[config.mk]
export PLATFORM = sky130hd
export DESIGN_NAME = layer_sequencer
export DESIGN_NICKNAME = d
export VERILOG_FILES = /design/src/rtl/nn_pkg.sv /design/src/rtl/requant_sat.sv /design/src/rtl/layer_sequencer.sv
export SDC_FILE = /design/constraint.sdc
export NUM_CORES = 1
export LEC_CHECK = 0
export BUFFER_PORTS_ARGS = -buffer_cell sky130_fd_sc_hd__buf_2
export CORE_ASPECT_RATIO = 0.5
export CORE_MARGIN = 2
export CORE_UTILIZATION = 25
export CTS_CLUSTER_DIAMETER = 80
export DETAILED_ROUTE_END_ITERATION = 8
export SYNTH_ARGS = -nofsm -noshare
export SYNTH_HDL_FRONTEND = slang
export SYNTH_SLANG_ARGS = --single-unit
export TNS_END_PERCENT = 5
[constraint.sdc]
create_clock -name clk -period 6.9 [get_ports clk]
set_input_delay 0.345 -clock clk [delete_from_list [all_inputs] [get_ports clk]]
set_output_delay 0.345 -clock clk [all_outputs]
set_load 0.05 [all_outputs]
[src/rtl/nn_pkg.sv]
// Shared types and helpers for the layer blocks: sequencer state encoding and
// the arithmetic-shift-then-saturate function used by every requantizer.
package nn_pkg;

  typedef enum logic [2:0] {
    SEQ_IDLE  = 3'd0,
    SEQ_ISSUE = 3'd1,
    SEQ_WAIT  = 3'd2,
    SEQ_WRITE = 3'd3,
    SEQ_DONE  = 3'd4
  } seq_state_e;

  // Working width of sat_shift; callers sign-extend into it and truncate the result.
  localparam int unsigned SAT_W = 64;

  function automatic logic signed [SAT_W-1:0] sat_shift(
    input logic signed [SAT_W-1:0] value,
    input int unsigned             shift,
    input int unsigned             width_res
  );
    logic signed [SAT_W-1:0] s;
    logic signed [SAT_W-1:0] hi;
    logic signed [SAT_W-1:0] lo;
    s  = value >>> shift;
    hi = $signed((SAT_W'(1) << (width_res - 1)) - SAT_W'(1));
    lo = ~hi;
    if (s > hi) begin
      return hi;
    end
    if (s < lo) begin
      return lo;
    end
    return s;
  endfunction

endpackage

[src/rtl/requant_sat.sv]
// Combinational rescale unit: optional ReLU, arithmetic shift, signed saturation.
// LAYER_SEQ_RELU_EN clamps negative inputs to zero before shifting.
module requant_sat
  import nn_pkg::*;
#(
  parameter int unsigned WIDTH_IN  = 32,
  parameter int unsigned WIDTH_RES = 8,
  parameter int unsigned SHIFT     = 8
) (
  input  logic signed [WIDTH_IN-1:0]  value,
  output logic signed [WIDTH_RES-1:0] result_c
);

  logic signed [SAT_W-1:0] value_ext;
  logic signed [SAT_W-1:0] sat;

  always_comb begin
    value_ext = SAT_W'(value);
`ifdef LAYER_SEQ_RELU_EN
    if (value_ext[SAT_W-1]) begin
      value_ext = '0;
    end
`else
`endif
    sat      = sat_shift(value_ext, SHIFT, WIDTH_RES);
    result_c = WIDTH_RES'(sat);
  end

endmodule

[src/rtl/layer_sequencer.sv]
// Runs one shared neuron datapath over every neuron of a fully connected layer,
// requantizes each sum into the result buffer and tracks the argmax of raw sums.
// Build option LAYER_SEQ_RELU_EN (in requant_sat) clamps stored results at zero.
module layer_sequencer
  import nn_pkg::*;
#(
  parameter int unsigned IN_SIZE   = 196,
  parameter int unsigned OUT_SIZE  = 32,
  parameter int unsigned WIDTH_OUT = 32,
  parameter int unsigned WIDTH_RES = 8,
  parameter int unsigned SHIFT     = 8,
  localparam int unsigned SEL_W    = $clog2(OUT_SIZE)
) (
  input  logic                        clk,
  input  logic                        reset_n,
  input  logic                        layer_go,
  output logic                        layer_busy,
  output logic                        layer_done,
  output logic [SEL_W-1:0]            neuron_sel,
  output logic                        neuron_go,
  input  logic                        neuron_done,
  input  logic signed [WIDTH_OUT-1:0] output_neuron,
  output logic                        res_we,
  output logic [SEL_W-1:0]            res_addr,
  output logic signed [WIDTH_RES-1:0] res_data,
  output logic [SEL_W-1:0]            max_idx
);

  if (IN_SIZE == 0 || OUT_SIZE < 2) begin : g_bad_params
    $error("layer_sequencer: IN_SIZE must be >= 1 and OUT_SIZE >= 2");
  end

  seq_state_e                 state_q;
  seq_state_e                 state_d;
  logic signed [WIDTH_OUT-1:0] acc_q;
  logic signed [WIDTH_OUT-1:0] max_val;
  logic [SEL_W-1:0]            max_cand;
  logic signed [WIDTH_RES-1:0] req_c;
  logic                        last_c;
  logic                        capture_c;
  logic                        max_upd_c;

  assign last_c    = (neuron_sel == SEL_W'(OUT_SIZE - 1));
  assign capture_c = (state_q == SEQ_WAIT) && neuron_done;
  // Strict greater-than keeps the lowest index on ties.
  assign max_upd_c = (state_q == SEQ_WRITE) && ((neuron_sel == '0) || (acc_q > max_val));

  // Requantize straight from the captured sum so res_data is ready during WRITE.
  requant_sat #(
    .WIDTH_IN (WIDTH_OUT),
    .WIDTH_RES(WIDTH_RES),
    .SHIFT    (SHIFT)
  ) u_requant (
    .value   (output_neuron),
    .result_c(req_c)
  );

  // Next-state logic.
  always_comb begin
    state_d = state_q;
    case (state_q)
      SEQ_IDLE:  if (layer_go) state_d = SEQ_ISSUE;
      SEQ_ISSUE: state_d = SEQ_WAIT;
      SEQ_WAIT:  if (neuron_done) state_d = SEQ_WRITE;
      SEQ_WRITE: state_d = last_c ? SEQ_DONE : SEQ_ISSUE;
      SEQ_DONE:  state_d = SEQ_IDLE;
      default:   state_d = SEQ_IDLE;
    endcase
  end

  // State, registered outputs, capture and argmax tracking.
  always_ff @(posedge clk or negedge reset_n) begin
    if (!reset_n) begin
      state_q    <= SEQ_IDLE;
      layer_busy <= 1'b0;
      layer_done <= 1'b0;
      neuron_go  <= 1'b0;
      res_we     <= 1'b0;
      neuron_sel <= '0;
      res_addr   <= '0;
      res_data   <= '0;
      acc_q      <= '0;
      max_val    <= '0;
      max_cand   <= '0;
      max_idx    <= '0;
    end else begin
      state_q    <= state_d;
      layer_busy <= (state_d != SEQ_IDLE);
      layer_done <= (state_d == SEQ_DONE);
      neuron_go  <= (state_d == SEQ_ISSUE);
      res_we     <= (state_d == SEQ_WRITE);
      if (state_q == SEQ_IDLE && state_d == SEQ_ISSUE) begin
        neuron_sel <= '0;
      end else if (state_q == SEQ_WRITE && state_d == SEQ_ISSUE) begin
        neuron_sel <= neuron_sel + SEL_W'(1);
      end
      if (capture_c) begin
        acc_q    <= output_neuron;
        res_data <= req_c;
        res_addr <= neuron_sel;
      end
      if (max_upd_c) begin
        max_val  <= acc_q;
        max_cand <= neuron_sel;
      end
      if (state_q == SEQ_DONE) begin
        max_idx <= max_cand;
      end
    end
  end

endmodule
==> metrics <==
number of maximum-capacitance violations=0; Fin Clk Skew=0.0100 ns; total via count in the routed design=3268; worst rel slew slack=41.4%; Die Width=201 um; path class of the lowest-slack min-delay path=input port to register; data required time of the worst path=7.13 ns; library cell with the largest summed area after synthesis=sky130_fd_sc_hd__dfrtp_1; number of flops mapped to enable cells by yosys=0; Main synth FF type=sky130_fd_sc_hd__dfrtp_1; number of rows created at floorplan=35; Slew @ Worst Pin=0.867 ns; Mapped Nets=523; post-layout min period=3.01 ns; CORE AREA=0.0187 mm2; Crit Path Category=register to register; number of synthesis warnings=0; cell types with the largest area share after synthesis=sky130_fd_sc_hd__dfrtp_1, sky130_fd_sc_hd__nand2_1, sky130_fd_sc_hd__mux2_4, sky130_fd_sc_hd__ha_1, sky130_fd_sc_hd__mux2_2; Clk Latency, worst-skew pair=0.35 ns; min setup slack post-route=3.89 ns; netlist area before placement=0.00483 mm2; sequential element share of the synthesized area=51.3%; status=completed; initial antenna violation count=0; library cells used by synthesis=42; RSZ-0062 raised after global routing=no; maximum number of pins on one net before global-route repair=63; Pins Over Slew Limit=0; Layout Nets=586; portion of synthesized cell area occupied by the leading cell type=51.3%; area growth from synthesis to final layout=18.2%; launch point of the worst reg-to-reg path=acc_q[31]$_DFFE_PN0P_; Num Clock Sinks=99; fraction of layout cells with a size suffix above 1=24.6%; final setup violating endpoints=0; Detailed Route Iter0 Violations=165; first-pass GRT wire length=17.0 mm; highest fanout seen on the critical path=37; Max clock buf depth=2; area enclosed by the die boundary=0.0205 mm2; post-detailed-route count of antenna-violating nets=0; power density cells=511 mW/mm2; quantity of gates resized following cts=0; leak pwr=2.91 nW; vias in the first global route=3397; cell at the root of the clock tree=sky130_fd_sc_hd__clkbuf_16; fill cell count=1943; number of antenna cells inserted=0; drt via density=4.20; length of the first detailed-routing pass in iterations=4; startpoint kind of the worst setup timing path=register; Min-Delay Endpoint=acc_q[5]$_DFFE_PN0P_; overall routed net length=9.97 mm; number of clock buffers inserted by TritonCTS=9; final clock period utilization by the worst path=43.7%; mean instance size in the synthesized netlist=10.7 um2; Worst EP arrival=3.24 ns; H-tree levels=3; Total Neg Setup Slack=0 ns; Final Hold Viols=0; routed wire length per instance=12.8 um; grt ovf=0; die height=102 um; CTS tree=built; IO Port Bufs=62; Worst Reg-to-Reg Cells=7; most frequent cell after synthesis=sky130_fd_sc_hd__nand2_1; source of the worst hold timing path=output_neuron[5]; post-route core utilization=30.6%; Post-Place Worst Slack=3.89 ns; number of remaining DRC errors=0; fraction of synthesis flops using an asynchronous set or reset pin=100%; starting utilization of the core area=25.9%; number of cells on the worst hold path=3; detailed-placement wirelength estimate=7.09 mm; setup slack of the most critical reg-to-reg path=3.89 ns; number of top-level pins=63; clock transition at the register clock pins on the worst setup and hold paths after CTS=0.07 ns; number of synthesized register bits=99; Post-Synthesis Cells=452; Setup crit end kind=register; final weighted congestion in routability-driven placement=0.746; synth cell count leaders=sky130_fd_sc_hd__nand2_1, sky130_fd_sc_hd__dfrtp_1, sky130_fd_sc_hd__ha_1, sky130_fd_sc_hd__inv_1, sky130_fd_sc_hd__mux2_4; Max Fclk=332 MHz; Max IR drop VDD=210 uV; total global routing track utilization=10.5%; end of the worst register-to-register path=max_val[18]$_DFFE_PN0P_
-- final cells by class --
type	count	area [um2]	share of cell area, %
sequential	99	2480	43.4
multi-input combinational	304	2120	37.1
timing repair buffer	66	345	6.05
tap	259	324	5.68
clock buffer	10	239	4.19
inverter	35	131	2.30
clock inverter	6	72.6	1.27
-- flip-flops by register name (all words and copies together) (netlist names) --
name        flops
max_idx         5
max_val        32
state_q         3
acc_q          32
neuron_go       1
res_data        8
max_cand        5
layer_busy      1
layer_done      1
res_addr        5
neuron_sel      5
res_we          1
-- worst max path at each step --
stage                               start                 endpoint  slack, ns  cells past startpoint
finish              acc_q[31]$_DFFE_PN0P_  max_val[18]$_DFFE_PN0P_       3.89                      7
global route        acc_q[31]$_DFFE_PN0P_  max_val[16]$_DFFE_PN0P_       3.68                      7
CTS                 acc_q[31]$_DFFE_PN0P_  max_val[20]$_DFFE_PN0P_       3.87                      7
detailed placement  acc_q[31]$_DFFE_PN0P_  max_val[20]$_DFFE_PN0P_       3.89                      7
global placement    acc_q[17]$_DFFE_PN0P_   max_val[4]$_DFFE_PN0P_       3.97                      8
floorplan           acc_q[23]$_DFFE_PN0P_  max_val[10]$_DFFE_PN0P_       4.41                      9
-- kinds of logic after synthesis --
kind of cell | Yosys count | synth area share, %
flip-flops | 99 | 51.3
AO/OA/AOI/OAI | 44 | 5.68
adder cells (fa/ha/maj) | 35 | 9.07
buffers and inverters | 49 | 4.82
XOR/XNOR | 4 | 0.726
multiplexers | 43 | 12.3
AND/OR/NAND/NOR | 178 | 16.0
-- critical path, stage by stage, from the launching register on --
cell and delay, ns:
sky130_fd_sc_hd__dfrtp_1 0.40, sky130_fd_sc_hd__ha_1 0.35, sky130_fd_sc_hd__nand4_1 0.18, sky130_fd_sc_hd__nor4_1 0.41
sky130_fd_sc_hd__a31oi_1 0.19, sky130_fd_sc_hd__a21oi_2 0.22, sky130_fd_sc_hd__nand3_4 0.59, sky130_fd_sc_hd__mux2_4 0.52
-- cells in the final DEF (no fill, tap or decap), types with 6 or more instances in the layout --
| cell type | instances |
|---|---|
| sky130_fd_sc_hd__nand2_1 | 125 |
| sky130_fd_sc_hd__a21oi_1 | 13 |
| sky130_fd_sc_hd__nor2_1 | 16 |
| sky130_fd_sc_hd__o21ai_0 | 13 |
| sky130_fd_sc_hd__mux2_4 | 30 |
| sky130_fd_sc_hd__nor4_1 | 6 |
| sky130_fd_sc_hd__dfrtp_1 | 99 |
| sky130_fd_sc_hd__inv_1 | 35 |
| sky130_fd_sc_hd__clkbuf_16 | 9 |
| sky130_fd_sc_hd__nand4_1 | 12 |
| sky130_fd_sc_hd__ha_1 | 35 |
| sky130_fd_sc_hd__buf_2 | 61 |
| sky130_fd_sc_hd__mux2_2 | 12 |
-- metal layers --
metal	up-vias	part of all wire, %	global-route usage, %
li1	1640	-	-
met1	1600	47	12.9
met2	20	50	18.5
met3	8	2.3	2.65
met4	0	0.94	2.91
met5	-	0	0
-- per-stage QoR --
step | power (W) | area [um2] | cells | hold WS [ns]
after floorplan | 0.00215 | 4830 | 452 | 0.0494
after global placement | 0.00237 | 5390 | 762 | 0.339
after detailed placement | 0.00241 | 5390 | 762 | 0.341
after CTS | 0.00295 | 5710 | 779 | 0.179
after global routing | 0.00316 | 5710 | 779 | 0.190
final | 0.00291 | 5710 | 779 | 0.185
-- report_power, final --
group          switching (W)  internal, W  total (W)
clock network       0.000230     0.000295   0.000525
registers           0.000183     0.000829    0.00101
logic               0.000753     0.000624    0.00138
total                0.00117      0.00175    0.00291
-- what timing repair did --
action	4_1_cts	5_1_grt
endpoints found under the hold margin	37	0
setup buffers	0	0
hold buffers	1	0
No activity file was read; power rests on OpenSTA's default activity.
